[config.mk]
export PLATFORM = sky130hd
export DESIGN_NAME = controle_ula_multiciclo
export DESIGN_NICKNAME = d
export VERILOG_FILES = /design/src/rtl/controle_ula_multiciclo.sv
export SDC_FILE = /design/constraint.sdc
export NUM_CORES = 1
export LEC_CHECK = 0
export ABC_AREA = 0
export BUFFER_PORTS_ARGS = -buffer_cell sky130_fd_sc_hd__clkbuf_2
export CORE_MARGIN = 1
export CORE_UTILIZATION = 40
export CTS_CLUSTER_DIAMETER = 150
export DETAILED_ROUTE_END_ITERATION = 12
export PLACE_DENSITY = 0.61
export SLEW_MARGIN = 40
export SYNTH_ARGS = -nofsm -noshare
export SYNTH_HDL_FRONTEND = slang
export SYNTH_SLANG_ARGS = --single-unit
[constraint.sdc]
create_clock -name clock -period 1.9 [get_ports clock]
set_clock_uncertainty 0.05 [all_clocks]
set_input_delay 0.38 -clock clock [delete_from_list [all_inputs] [get_ports clock]]
set_output_delay 0.38 -clock clock [all_outputs]
set_load 0.1 [all_outputs]
[src/rtl/controle_ula_multiciclo.sv]
// Multicycle control FSM for the 8-bit Nrisc datapath.
// It decodes the latched opcode and drives the ULA operation, the ULA operand selects and the
// datapath enables. It also handshakes with memory and halts if memory stops responding.
module controle_ula_multiciclo #(
    parameter int unsigned MEM_TIMEOUT = 16
) (
    input  logic       clock,
    input  logic       resetn,
    input  logic [3:0] opcode,
    input  logic       zero,
    input  logic       mem_ready,
    output logic [2:0] ULAOp,
    output logic       ula_src_a,
    output logic [1:0] ula_src_b,
    output logic       pc_write,
    output logic       pc_src,
    output logic       ir_write,
    output logic       mem_read,
    output logic       mem_write,
    output logic       reg_write,
    output logic       mem_to_reg,
    output logic       halted,
    output logic       erro_mem
);

    localparam int unsigned CntW = $clog2(MEM_TIMEOUT + 1);

    typedef enum logic [3:0] {
        StFetch, StDecode, StExecR, StExecI, StWbUla, StAddr,
        StMem, StWbMem, StBranch, StJump, StHalt
    } state_e;

    state_e          state_q;
    logic [CntW-1:0] cnt_q;
    logic            erro_q;

    logic            is_lw;
    logic            is_imm;
    logic [2:0]      ula_exec;

    assign is_lw  = (opcode == 4'h8);
    assign is_imm = (opcode >= 4'h5) && (opcode <= 4'h7);

    // ULA operation for R and I arithmetic; R opcodes map directly onto the ULA encoding.
    always_comb begin
        ula_exec = 3'b000;
        if (opcode <= 4'h4) begin
            ula_exec = opcode[2:0];
        end else if (opcode == 4'h6) begin
            ula_exec = 3'b001;
        end else if (opcode == 4'h7) begin
            ula_exec = 3'b100;
        end
    end

    // State sequencing, memory wait counter and the sticky timeout flag.
    always_ff @(posedge clock or negedge resetn) begin
        if (!resetn) begin
            state_q <= StFetch;
            cnt_q   <= '0;
            erro_q  <= 1'b0;
        end else begin
            unique case (state_q)
                StFetch, StMem: begin
                    if (mem_ready) begin
                        cnt_q <= '0;
                        if (state_q == StFetch) begin
                            state_q <= StDecode;
                        end else begin
                            state_q <= is_lw ? StWbMem : StFetch;
                        end
                    end else if (cnt_q == CntW'(MEM_TIMEOUT - 1)) begin
                        cnt_q   <= '0;
                        erro_q  <= 1'b1;
                        state_q <= StHalt;
                    end else begin
                        cnt_q <= cnt_q + CntW'(1);
                    end
                end
                StDecode: begin
                    if (opcode <= 4'h4) begin
                        state_q <= StExecR;
                    end else if (opcode <= 4'h7) begin
                        state_q <= StExecI;
                    end else if (opcode <= 4'h9) begin
                        state_q <= StAddr;
                    end else if (opcode <= 4'hB) begin
                        state_q <= StBranch;
                    end else if (opcode == 4'hC) begin
                        state_q <= StJump;
                    end else begin
                        // 0xD/0xE are illegal and stop the machine just like halt.
                        state_q <= StHalt;
                    end
                end
                StExecR, StExecI: state_q <= StWbUla;
                StAddr: begin
                    cnt_q   <= '0;
                    state_q <= StMem;
                end
                StWbUla, StWbMem, StBranch, StJump: begin
                    cnt_q   <= '0;
                    state_q <= StFetch;
                end
                StHalt:  state_q <= StHalt;
                default: state_q <= StFetch;
            endcase
        end
    end

    // Output decode; everything is forced low while reset is held so nothing is issued then.
    always_comb begin
        ULAOp      = 3'b000;
        ula_src_a  = 1'b0;
        ula_src_b  = 2'b00;
        pc_write   = 1'b0;
        pc_src     = 1'b0;
        ir_write   = 1'b0;
        mem_read   = 1'b0;
        mem_write  = 1'b0;
        reg_write  = 1'b0;
        mem_to_reg = 1'b0;
        halted     = 1'b0;
        if (resetn) begin
            unique case (state_q)
                StFetch: begin
                    mem_read  = 1'b1;
                    ir_write  = 1'b1;
                    ula_src_b = 2'b01;
                    pc_write  = mem_ready;
                end
                StDecode: ;
                StExecR, StExecI, StWbUla: begin
                    ULAOp     = ula_exec;
                    ula_src_a = 1'b1;
                    ula_src_b = is_imm ? 2'b10 : 2'b00;
                    reg_write = (state_q == StWbUla);
                end
                StAddr, StMem: begin
                    ula_src_a = 1'b1;
                    ula_src_b = 2'b10;
                    mem_read  = (state_q == StMem) && is_lw;
                    mem_write = (state_q == StMem) && !is_lw;
                end
                StWbMem: begin
                    reg_write  = 1'b1;
                    mem_to_reg = 1'b1;
                end
                StBranch: begin
                    ULAOp     = 3'b001;
                    ula_src_a = 1'b1;
                    // opcode[0] distinguishes bne (0xB) from beq (0xA).
                    pc_write  = opcode[0] ? !zero : zero;
                end
                StJump: begin
                    pc_src   = 1'b1;
                    pc_write = 1'b1;
                end
                StHalt:  halted = 1'b1;
                default: ;
            endcase
        end
    end

    assign erro_mem = erro_q;

endmodule

==> flow_metrics.py <==
metrics = {
    "clock_tree": {
        "cts_hold_buf": 0,
        "htreeDepth": 1,
        "numCtsBuffers": 3,
        "clk_path_buf_depth": 2,
        "clockRootBuffer": "clkbuf_4",
        "cts.clk_slew.worst_paths_ns": 0.06,
        "cts_sinks": 10,
        "clock_latency_ns": 0.26,
        "cts_tree": "done",
    },
    "outcome": {
        "violations": "setup timing",
        "status": "finished, violations left",
    },
    "timing": {
        "relSlewSlack_pct": 64.2,
        "whs_ns": 0.0614,
        "hold_viol_final": 0,
        "fin_setup_tns_ns": -2.90,
        "setup_slack_ns": -0.406,
        "fin_crit_sh_pct": 121,
        "worst_pin_slew_ns": 0.539,
        "min_period_ns": 2.31,
        "fmax_mhz": 434,
        "setup_viol": 14,
        "rsz0062_at_grt": "true",
        "slew_viol_final": 0,
    },
    "detailed_routing": {
        "ant_nets": 0,
        "routed_via_density": 5.74,
        "drt_wl_total_mm": 2.54,
        "avgRoutedWirePerCell_um": 14.4,
        "route.vias.total": 1011,
        "drc": 0,
        "drtPass1Iterations": 7,
        "first_iter_violations": 13,
    },
    "finish": {
        "n_fill_cell": 138,
        "final_common_cell": "buf_4",
        "fin_nets": 160,
        "synthToLayoutAreaGrowth_pct": 74.6,
        "final_cell_mix": "buf_4 (21), buf_12 (14), nand2_1 (9), dfrtp_1 (9), clkbuf_2 (8)",
        "drive_above_1_share_pct": 51.7,
        "diodes": 0,
        "fin_area_um2": 1550,
    },
    "global_routing": {
        "grt_pass1_wl_mm": 4.40,
        "overflow": 0,
        "busiest_layer": "met2",
        "grtUsageMet1_pct": 25.9,
        "grtUsageTotal_pct": 23.3,
        "antenna_found_initial": 0,
        "grtUsageMet3_pct": 1.56,
        "met2_usage_pct": 44.5,
        "grt_pass1_vias": 1001,
        "grt_max_degree": 19,
    },
    "worst_setup_path": {
        "critical_path_class": "reg2out",
        "path_max_fanout": 3,
        "crit_start": "state_q[2]",
        "r2r_end": "state_q[2]",
        "critPathRequiredTime_ns": 1.47,
        "startpoint_type": "flop",
        "critical_path.endpoint_type": "primary output",
        "reg2reg_from": "state_q[1]",
        "rr_worst_depth": 6,
        "cp.arrival_ns": 1.88,
        "r2r_slack_ns": 0.15,
    },
    "power_and_ir_drop": {
        "power.density_nw_per_um2": 280,
        "ir_drop_mv": 0.437,
        "power_mw": 0.434,
        "sw_frac_of_total_pct": 26.0,
        "power.leakage_nw": 0.669,
        "pwr-share-seq_pct": 49.6,
        "cell_internal_pwr_mw": 0.321,
        "switchingPower_mw": 0.113,
        "power_frac_clock_pct": 31.7,
        "combPwrFrac_pct": 18.7,
    },
    "die": {
        "start_util_pct": 43.9,
        "die_width_um": 49.1,
        "rows": 16,
        "die_y_um": 49.1,
        "dieArea_um2": 2410,
        "io_pins": 23,
        "coreArea_um2": 2020,
    },
    "worst_hold_path": {
        "worstHoldPathType": "in2async",
    },
    "synthesis": {
        "yosysTopAreaCell": "dfrtp_1",
        "ys_types": 44,
        "synthesis.area_um2": 888,
        "yosysSeqAreaShare_pct": 28.2,
        "synthArstFlopShare_pct": 100,
        "synth-main-ff-cell": "dfrtp_1",
        "synth_top_area_share_pct": 28.2,
        "synth.avg_cell_area_um2": 8.08,
        "synth_area_leaders": "dfrtp_1 (28%), nand2_1 (4.6%), nor2_1 (4.2%)",
        "synth-edff-count": 0,
        "yosysWarnings": 0,
        "synth_nets": 119,
        "ys_ff_latch": 10,
        "netlist_instances": 110,
    },
    "place": {
        "place_congestion": 0.906,
        "dp.final_hpwl_mm": 1.98,
        "port_buffers": 22,
        "place_area_um2": 1470,
    },
    "flow_run": {
        "cap_violations": 0,
    },
}
power groups by stage:
stage | Combinational [mW] | Clock, mW | Sequential, mW
after global placement | 0.0772 | 0 | 0.219
after detailed placement | 0.0799 | 0 | 0.219
after floorplan | 0.0344 | 0 | 0.219
final | 0.0814 | 0.138 | 0.215
after global routing | 0.0882 | 0.152 | 0.215
after CTS | 0.0805 | 0.134 | 0.215
worst max-delay path by stage:
| stage | cells past startpoint | to | slack [ns] |
|---|---|---|---|
| 2_1_floorplan | 5 | ULAOp[1] | -0.56 |
| 5_1_grt | 5 | ULAOp[1] | -0.46 |
| 4_1_cts | 5 | ULAOp[1] | -0.40 |
| 6_report | 5 | ULAOp[1] | -0.41 |
| 3_3_place_gp | 5 | ULAOp[1] | -0.11 |
| 3_5_place_dp | 5 | ULAOp[1] | -0.14 |
cell families after synthesis:
family	synth area share, %
and+or+nand+nor	34.4
adders and majority gates	1.41
AOI/OAI and AO/OA	25.1
DFF	28.2
buffers and inverters	5.49
xor gates and xnor gates	2.96
muxes	2.54
state kept, by name, summed over array words and instances (netlist names):
name      flops
state_q       4
cnt_q         5
erro_mem      1
synth_stat cells, types with 2 or more instances:
master / instances
nor2_1: 10
a21oi_1: 5
o21a_1: 3
buf_2: 3
clkbuf_1: 3
nor3_1: 5
nor2b_1: 4
inv_1: 2
o21ai_0: 2
nand2_1: 11
and2_1: 5
xor2_1: 2
and4b_1: 2
o22ai_1: 4
nor4_1: 2
buf_4: 2
dfrtp_1: 10
mux2_2: 2
a221o_1: 2
nand2b_1: 5
a21o_1: 3
metrics by stage:
stage	setup WS, ns	cells	utilization [%]
2_1_floorplan	-0.562	110	-
3_3_place_gp	-0.110	171	72.5
3_5_place_dp	-0.136	171	72.5
4_1_cts	-0.402	175	75.1
5_1_grt	-0.465	176	76.7
6_report	-0.406	176	76.7
critical path: stages (launching register included):
cell      delay (ns)
dfrtp_1         0.37
nand2b_4        0.14
a21boi_4        0.14
or4b_4          0.53
nor3b_4         0.23
buf_12          0.20
timing repair:
item	in CTS	in global routing
gates resized for setup	5	7
endpoints found under the setup margin	14	14
buffers inserted	1	1
pin swaps	1	0
metal layers:
layer  vias to the layer above  wire length (µm)
li1                        479                 -
met1                       479              1040
met2                        36              1280
met3                        17                87
met4                         0               129
met5                         -                 0
cell type report:
cell class	instances	area, µm²	share of cell area (%)
multi-input combinational	90	747	48.1
timing repair buffer	44	489	31.5
sequential	10	251	16.2
tap	27	33.8	2.18
clock buffer	3	22.5	1.45
inverter	2	7.51	0.484
(Power assumes the default switching activity.)
